### src/rtl/spi_transfer_sequencer.sv
// ============================================================================
// Module      : spi_transfer_sequencer
// Description : TX/RX FIFO-buffered word sequencer driving an SPI master core.
// Revision    : 1.0
// ============================================================================
`default_nettype none

module spi_transfer_sequencer #(
    parameter int SPI_DATA_WIDTH  = 8,
    parameter int FIFO_ADDR_WIDTH = 3
) (
    input  logic                       i_clock,
    input  logic                       i_reset_n,
    input  logic                       i_tx_valid,
    output logic                       o_tx_ready,
    input  logic [SPI_DATA_WIDTH-1:0]  i_tx_data,
    output logic                       o_rx_valid,
    input  logic                       i_rx_ready,
    output logic [SPI_DATA_WIDTH-1:0]  o_rx_data,
    output logic [FIFO_ADDR_WIDTH:0]   o_tx_level,
    output logic [FIFO_ADDR_WIDTH:0]   o_rx_level,
    output logic                       o_busy,
    output logic                       o_spi_enable,
    output logic [SPI_DATA_WIDTH-1:0]  o_spi_data_in,
    input  logic [SPI_DATA_WIDTH-1:0]  i_spi_data_out,
    input  logic                       i_spi_done
);

    localparam int c_DEPTH = 1 << FIFO_ADDR_WIDTH;

    typedef enum logic [1:0] {
        S_IDLE      = 2'd0,
        S_LAUNCH    = 2'd1,
        S_WAIT_DONE = 2'd2
    } state_t;

    state_t                      r_state;
    logic [SPI_DATA_WIDTH-1:0]   r_spi_data;
    logic                        r_spi_enable;
    logic                        r_busy;

    logic [SPI_DATA_WIDTH-1:0]   r_tx_mem [c_DEPTH];
    logic [SPI_DATA_WIDTH-1:0]   r_rx_mem [c_DEPTH];
    logic [FIFO_ADDR_WIDTH:0]    r_tx_wptr, r_tx_rptr;
    logic [FIFO_ADDR_WIDTH:0]    r_rx_wptr, r_rx_rptr;

    logic w_tx_empty, w_tx_full, w_rx_empty, w_rx_full;
    logic w_tx_push, w_tx_pop, w_rx_push, w_rx_pop;

    // Full when the wrap bits differ but the addresses coincide.
    assign w_tx_empty = (r_tx_wptr == r_tx_rptr);
    assign w_tx_full  = (r_tx_wptr[FIFO_ADDR_WIDTH] != r_tx_rptr[FIFO_ADDR_WIDTH]) &&
                        (r_tx_wptr[FIFO_ADDR_WIDTH-1:0] == r_tx_rptr[FIFO_ADDR_WIDTH-1:0]);
    assign w_rx_empty = (r_rx_wptr == r_rx_rptr);
    assign w_rx_full  = (r_rx_wptr[FIFO_ADDR_WIDTH] != r_rx_rptr[FIFO_ADDR_WIDTH]) &&
                        (r_rx_wptr[FIFO_ADDR_WIDTH-1:0] == r_rx_rptr[FIFO_ADDR_WIDTH-1:0]);

    assign w_tx_push = i_tx_valid && !w_tx_full;
    assign w_tx_pop  = (r_state == S_IDLE) && !w_tx_empty && !w_rx_full;
    assign w_rx_push = (r_state == S_WAIT_DONE) && i_spi_done;
    assign w_rx_pop  = !w_rx_empty && i_rx_ready;

    assign o_tx_ready    = !w_tx_full;
    assign o_rx_valid    = !w_rx_empty;
    assign o_rx_data     = r_rx_mem[r_rx_rptr[FIFO_ADDR_WIDTH-1:0]];
    assign o_tx_level    = r_tx_wptr - r_tx_rptr;
    assign o_rx_level    = r_rx_wptr - r_rx_rptr;
    assign o_busy        = r_busy;
    assign o_spi_enable  = r_spi_enable;
    assign o_spi_data_in = r_spi_data;

    always_ff @(posedge i_clock) begin
        if (w_tx_push) begin
            r_tx_mem[r_tx_wptr[FIFO_ADDR_WIDTH-1:0]] <= i_tx_data;
        end
        if (w_rx_push) begin
            r_rx_mem[r_rx_wptr[FIFO_ADDR_WIDTH-1:0]] <= i_spi_data_out;
        end
    end

    always_ff @(posedge i_clock) begin
        if (!i_reset_n) begin
            r_tx_wptr <= '0;
            r_tx_rptr <= '0;
            r_rx_wptr <= '0;
            r_rx_rptr <= '0;
        end else begin
            if (w_tx_push) r_tx_wptr <= r_tx_wptr + 1'b1;
            if (w_tx_pop)  r_tx_rptr <= r_tx_rptr + 1'b1;
            if (w_rx_push) r_rx_wptr <= r_rx_wptr + 1'b1;
            if (w_rx_pop)  r_rx_rptr <= r_rx_rptr + 1'b1;
        end
    end

    // Launch only with RX space reserved, so a completed word is never dropped.
    always_ff @(posedge i_clock) begin
        if (!i_reset_n) begin
            r_state      <= S_IDLE;
            r_spi_data   <= '0;
            r_spi_enable <= 1'b0;
            r_busy       <= 1'b0;
        end else begin
            case (r_state)
                S_IDLE: begin
                    r_spi_enable <= 1'b0;
                    if (w_tx_pop) begin
                        r_state      <= S_LAUNCH;
                        r_spi_data   <= r_tx_mem[r_tx_rptr[FIFO_ADDR_WIDTH-1:0]];
                        r_spi_enable <= 1'b1;
                        r_busy       <= 1'b1;
                    end
                end
                S_LAUNCH: begin
                    r_state      <= S_WAIT_DONE;
                    r_spi_enable <= 1'b0;
                end
                S_WAIT_DONE: begin
                    r_spi_enable <= 1'b0;
                    if (i_spi_done) begin
                        r_state <= S_IDLE;
                        r_busy  <= 1'b0;
                    end
                end
                default: begin
                    r_state      <= S_IDLE;
                    r_spi_enable <= 1'b0;
                    r_busy       <= 1'b0;
                end
            endcase
        end
    end

endmodule

`default_nettype wire

### config.mk
export PLATFORM = sky130hd
export DESIGN_NAME = spi_transfer_sequencer
export DESIGN_NICKNAME = d
export VERILOG_FILES = /design/src/rtl/spi_transfer_sequencer.sv
export SDC_FILE = /design/constraint.sdc
export NUM_CORES = 1
export LEC_CHECK = 0
export ABC_AREA = 0
export CAP_MARGIN = 30
export CORE_AREA = 2 2 109 111
export DETAILED_ROUTE_END_ITERATION = 10
export DIE_AREA = 0 0 111 113
export PLACE_DENSITY_LB_ADDON = 0.05
export SETUP_SLACK_MARGIN = 0.15
export SYNTH_ARGS = -nofsm -noshare
export SYNTH_HDL_FRONTEND = slang
export SYNTH_SLANG_ARGS = --single-unit
export TNS_END_PERCENT = 1
### constraint.sdc
create_clock -name i_clock -period 3.1 [get_ports i_clock]
set_input_delay 0.775 -clock i_clock [delete_from_list [all_inputs] [get_ports i_clock]]
set_output_delay 0.775 -clock i_clock [all_outputs]
set_load 0.01 [all_outputs]
==> impl_metrics.tcl, run 1 <==
set metrics [dict create \
    synth_ff_type "edfxtp_1" \
    overflow 0 \
    cts_tree "yes" \
    synth-adder-area-share 0.0255 \
    drc 0 \
    sw_frac_of_total 0.244 \
    slew_headroom 0.597 \
    via_per_inst 5.57 \
    seq_area_frac_synth 0.690 \
    muxShareOfSynthArea 0.149 \
    syn_to_final_growth_pct 20.1 \
    leakage_uw 0.00277 \
    gp_congestion 0.769 \
    synth_top_family_by_area "multiplexers" \
    clkTransAtPathRegs_ns 0.06 \
    grt_pass1_vias 3465 \
    peakVddDrop_v 0.000566 \
    cts_max_path_buffers 2 \
    fp-row-count 39 \
    vias 3334 \
    p_clk_frac 0.357 \
    ios 49 \
    timing.rr.end "r_tx_mem[0][7]$_DFFE_PP_" \
    place_hpwl_um 7540 \
    final_nets 476 \
    tns_ns 0 \
    tightest_slew_ns 0.604 \
    worstPathMaxFanout 6 \
    rsz0062_at_grt "true" \
    io_buffers 48 \
    die_y_um 113 \
    slew_violations 0 \
    finalHoldViolCount 0 \
    fmax_mhz 334 \
    syn_avg_cell_area_sq_um 17.5 \
    drt_first_pass_iters 4 \
    grt_max_degree 24 \
    post-route-min-period_ns 3.00 \
    crit_path_end_kind "output pin" \
    synthCells 369 \
    diodes 0 \
    final-setup-viol-count 0 \
    avgRoutedWirePerCell_um 19.7 \
    cts_inserted_buffers 17 \
    synthesis.area_sq_mm 0.00647 \
    crit_type "flop to output pin" \
    max_cap_viol_count 0 \
    core_area_sq_mm 0.0113 \
    rrSetupSlack_ns 0.95 \
    postCtsSetupBuffers 0 \
    synth_xor_area_frac 0.0187 \
    drt_wl_total_um 11800 \
    combPwrFrac 0.196 \
    status "complete, no violations" \
    yosys.area_share.simple 0.0578 \
    die_area_sq_mm 0.0125 \
    globalRouteTotalUtil 0.200 \
    min_to "o_spi_data_in[3]$_SDFFE_PN0P_" \
    setup_slack_ns 0.102 \
    power_switching_uw 1350 \
    yosys-top-cells-area "edfxtp_1, mux4_2, dfxtp_1, mux2i_1, ha_1" \
    start_util 0.574 \
    seqPwrFrac 0.447 \
    synth_compound_area_frac 0.0329 \
    fin_hold_ws_ns 0.503 \
    dp_slack_ns 0.477 \
    syn_nets 402 \
    ff2ff_path_depth 6 \
    synth_common_cells "edfxtp_1, dfxtp_1, mux4_2" \
    ant_nets 0 \
    synth_edf_count 128 \
    skew_ns 0.00472 \
    antenna_found_initial 0 \
    required_ns 2.32 \
    nFillCells 766 \
    die_w_um 111 \
    hp-class "flop to flop" \
    rr_startpoint "r_tx_wptr[2]$_SDFFE_PN0P_" \
    yosysTopAreaCellShare 0.594 \
    async_flop_share 0 \
    h-tree-depth 4 \
    synth_most_common_cell "edfxtp_1" \
    drive_gt1_frac 0.202 \
    grt_pass1_wl_um 18500 \
    min-delay-start "o_spi_data_in[3]$_SDFFE_PN0P_" \
    yosys_register_bits 159 \
    finalCritPeriodShare 0.967 \
    cts-root-buf "clkbuf_16" \
    synth.distinct_cells 41 \
    power_density_mw_per_mm2 712 \
    crit_arrival_ns 2.22 \
    clkLatencyLatePin_ns 0.41 \
    synth_top_cell_by_area "edfxtp_1" \
    startpoint_type "flop" \
    drt_iter0_markers 158 \
    ys_warn_count 0 \
    internal_power_uw 4190 \
    numClockSinks 159 \
    hold_depth 1 \
]
[cell type report]
cell class	count	area, sq um	share of cell area
Sequential cell	159	4470	0.574
Tap cell	143	179	0.0230
Clock inverter	13	138	0.0177
Timing Repair Buffer	72	667	0.0857
Multi-Input combinational cell	178	1840	0.236
Inverter	15	56.3	0.00724
Clock buffer	19	433	0.0557
[worst max-delay path, cell delays in order (launching register included)]
cell,delay [ns]
dfxtp_1,0.35
buf_4,0.20
mux4_2,0.50
mux2_2,0.29
clkdlybuf4s50_1,0.48
[kinds of logic (layout without fill, tap and decap cells)]
| logic type | Yosys count | after routing |
|---|---|---|
| adders and majority gates | 12 | 12 |
| and+or+nand+nor | 73 | 73 |
| xor gates and xnor gates | 13 | 13 |
| muxes | 54 | 54 |
| DFF | 159 | 159 |
| buffers and inverters | 32 | 119 |
| AOI/OAI and AO/OA | 26 | 26 |
[state kept, by name (all words and copies together) (netlist names), named ones only]
| signal | cells |
|---|---|
| o_spi_data_in | 8 |
| o_busy | 1 |
| r_tx_mem | 64 |
| r_tx_rptr | 4 |
| r_tx_wptr | 4 |
| r_rx_rptr | 4 |
| r_rx_wptr | 4 |
| r_rx_mem | 64 |
| o_spi_enable | 1 |
| r_state | 2 |
[metal layers]
layer	share of wire	routed length (um)	track usage	up-vias
met5	0	0	0	-
li1	-	-	-	1581
met4	0.010	121	0.0708	0
met3	0.041	486	0.0503	10
met1	0.41	4850	0.233	1683
met2	0.54	6340	0.361	60
[how the worst max path moves through the flow]
stage,start,to,slack [ns],depth (start not counted)
detailed placement,flop,o_rx_data[1],0.48,4
floorplan,r_tx_rptr[2]$_SDFFE_PN0P_,r_tx_mem[0][0]$_DFFE_PP_,0.45,8
global placement,flop,o_rx_data[4],0.52,4
finish,flop,o_rx_data[7],0.10,4
global route,r_tx_wptr[0]$_SDFFE_PN0P_,o_tx_level[2],0.01,5
CTS,flop,o_rx_data[7],0.07,4
[power groups by stage]
stage,Clock (uW),Combinational [uW],Sequential [uW]
3_5_place_dp,0,1100,2520
2_1_floorplan,0,706,2530
6_report,1980,1090,2470
4_1_cts,2020,1110,2470
3_3_place_gp,0,1090,2510
5_1_grt,2110,1180,2480
[cells in the final DEF (no fill, tap or decap), types with 4 or more instances in the layout]
cell	n
edfxtp_1	128
clkdlybuf4s50_1	47
dfxtp_1	30
mux4_2	28
buf_4	23
clkbuf_16	17
inv_1	15
nand3_1	15
nand2_1	14
mux2i_1	14
nor2_1	13
ha_1	10
o211a_1	9
mux2_2	8
and2_1	7
xnor2_1	6
xor2_1	6
nand2b_1	6
and3_1	5
nor3_1	4
mux4_1	4
[stage by stage]
step	utilization	area [sq um]	total power (uW)	std cells
floorplan	-	6470	3240	369
global placement	0.639	7200	3600	567
detailed placement	0.639	7200	3620	567
CTS	0.690	7770	5600	599
global route	0.690	7780	5770	599
finish	0.690	7780	5540	599
[timing repair]
item,4_1_cts,5_1_grt
setup endpoints to repair,14,16
hold buffers,0,0
gates resized for setup,2,1
Note: power is estimated with default switching activity, not from simulation.
==> inputs of run 2 (changes only) <==
Settings changed: ABC_AREA 0 to default.
==> results of run 2 <==
Same layout as run 1: the final DEF is identical, and so are final timing and power.
==> inputs of run 3 (changes only) <==
Settings changed: CORE_AREA 2 2 109 111 to 2 2 98 124, DIE_AREA 0 0 111 113 to 0 0 100 126.
==> run 3 against run 2 <==
Against the previous run:
- die area up 0.45%
- worst hold slack got worse by 0.014 ns
- non-clock buffer count unchanged
- global-route usage up 0.54 points
- first-iteration DRC count rose by 26%
- power decreased by 1.4%
- combinational power is essentially flat
- final cell count decreased by 0.83%
- register-to-register slack better by 0.05 ns
- setup slack got worse by 0.013 ns
- maximum frequency fell by 0.43%
- critical path type unchanged
- largest cell class unchanged
==> impl_metrics.tcl, run 3 (synthesis results as in run 1) <==
set metrics [dict create \
    h-tree-depth 4 \
    rr_startpoint "r_rx_wptr[2]$_SDFFE_PN0P_" \
    grt_pass1_vias 3534 \
    finalHoldViolCount 0 \
    drt_wl_total_um 11900 \
    required_ns 2.32 \
    ant_nets 0 \
    hold_depth 2 \
    ios 49 \
    p_total_uw 5460 \
    min-delay-start "r_tx_wptr[0]$_SDFFE_PN0P_" \
    crit_path_end_kind "output pin" \
    overflow 0 \
    startpoint_type "flop" \
    via_per_inst 5.75 \
    crit_type "flop to output pin" \
    drive_gt1_frac 0.217 \
    post-route-min-period_ns 3.01 \
    place_hpwl_um 7840 \
    rsz0062_at_grt "true" \
    tightest_slew_ns 0.610 \
    status "complete, no violations" \
    fp-row-count 44 \
    cts_max_path_buffers 2 \
    min_to "r_tx_wptr[0]$_SDFFE_PN0P_" \
    numClockSinks 159 \
    fmax_mhz 332 \
    crit_arrival_ns 2.24 \
    tns_ns 0 \
    postCtsSetupBuffers 0 \
    antenna_found_initial 0 \
    final_cell_mix "edfxtp_1, clkdlybuf4s50_1, mux4_2" \
    postLayoutCoreUtil 0.678 \
    io_buffers 48 \
    globalRouteTotalUtil 0.205 \
    die_area_sq_mm 0.0126 \
    finalCritPeriodShare 0.971 \
    drt_iter0_markers 199 \
    grt_max_degree 35 \
    layout_commonest_cell "edfxtp_1" \
    core_area_sq_mm 0.0115 \
    die_y_um 126 \
    hp-class "flop to flop" \
    avgRoutedWirePerCell_um 20.1 \
    final-setup-viol-count 0 \
    vias 3413 \
    clkLatencyLatePin_ns 0.41 \
    cts_hold_buffers 0 \
    slew_violations 0 \
    drt_first_pass_iters 4 \
    cts_tree "yes" \
    syn_to_final_growth_pct 19.9 \
    rrSetupSlack_ns 1.00 \
    timing.rr.end "r_tx_rptr[1]$_SDFFE_PN0P_" \
    die_w_um 100 \
    clkTransAtPathRegs_ns 0.06 \
    final_nets 476 \
    gp_congestion 0.753 \
    cts-root-buf "clkbuf_16" \
    worstPathMaxFanout 8 \
    start_util 0.565 \
    grt_pass1_wl_um 18700 \
    max_cap_viol_count 0 \
    cts_inserted_buffers 17 \
    power_density_mw_per_mm2 704 \
    slew_headroom 0.593 \
    peakVddDrop_v 0.000364 \
    leakage_uw 0.00276 \
    ff2ff_path_depth 5 \
    diodes 0 \
    skew_ns 0.00693 \
    drc 0 \
]
run 3: cell count changes in the layout (fill, tap and decap cells not counted), sizes merged:
cell           before  now
clkinv              5    8
dlygate4sd2         0    1
inv                18   16
bufinv              2    1
clkdlybuf4s50      47   46
run 3: how the worst max path moves through the flow:
stage | to | slack [ns] | depth (start not counted)
3_3_place_gp | o_tx_level[3] | 0.54 | 5
4_1_cts | o_rx_data[4] | 0.06 | 4
3_5_place_dp | o_rx_data[6] | 0.49 | 4
6_report | o_rx_data[4] | 0.09 | 4
5_1_grt | o_rx_data[7] | 0.01 | 4
2_1_floorplan | r_tx_mem[0][0]$_DFFE_PP_ | 0.45 | 8
run 3: routing by layer:
metal / wire, um / GRT usage
met1: 4650 / 0.231
met2: 6800 / 0.375
met3: 336 / 0.0466
met4: 135 / 0.0766
met5: 0 / 0
run 3: report_power, final:
part	leakage, uW	total [uW]	internal (uW)	switching [uW]
logic	0.00108	1080	591	493
registers	0.00141	2480	2410	65.6
clock network	0.000265	1900	1110	797
run 3: worst max-delay path, stage by stage (launching register included):
cell	delay (ns)
dfxtp_1	0.36
buf_6	0.18
mux4_2	0.51
mux2_2	0.29
clkdlybuf4s50_1	0.48
run 3: through the flow:
step | cells | setup slack, ns | instance area (sq um) | hold WS, ns
5_1_grt | 594 | 0.0114 | 7760 | 0.522
4_1_cts | 594 | 0.0613 | 7750 | 0.508
2_1_floorplan | 369 | 0.451 | 6470 | 0.474
6_report | 594 | 0.0889 | 7760 | 0.489
3_5_place_dp | 562 | 0.494 | 7190 | 0.495
3_3_place_gp | 562 | 0.536 | 7190 | 0.482
run 3: repair_timing:
action / CTS / global route
endpoints found under the hold margin: 0 / 0
endpoints found under the setup margin: 14 / 15
pin swaps: 0 / 0
resized for setup: 3 / 6
run 3: area by class of cell:
| cell class | instances | area [sq um] |
|---|---|---|
| fill | 796 | 3690 |
| multi-input combinational | 178 | 1840 |
| tap | 138 | 173 |
| timing repair buffer | 72 | 669 |
| inverter | 15 | 56.3 |
| clock buffer | 19 | 433 |
| sequential | 159 | 4470 |
| clock inverter | 13 | 119 |
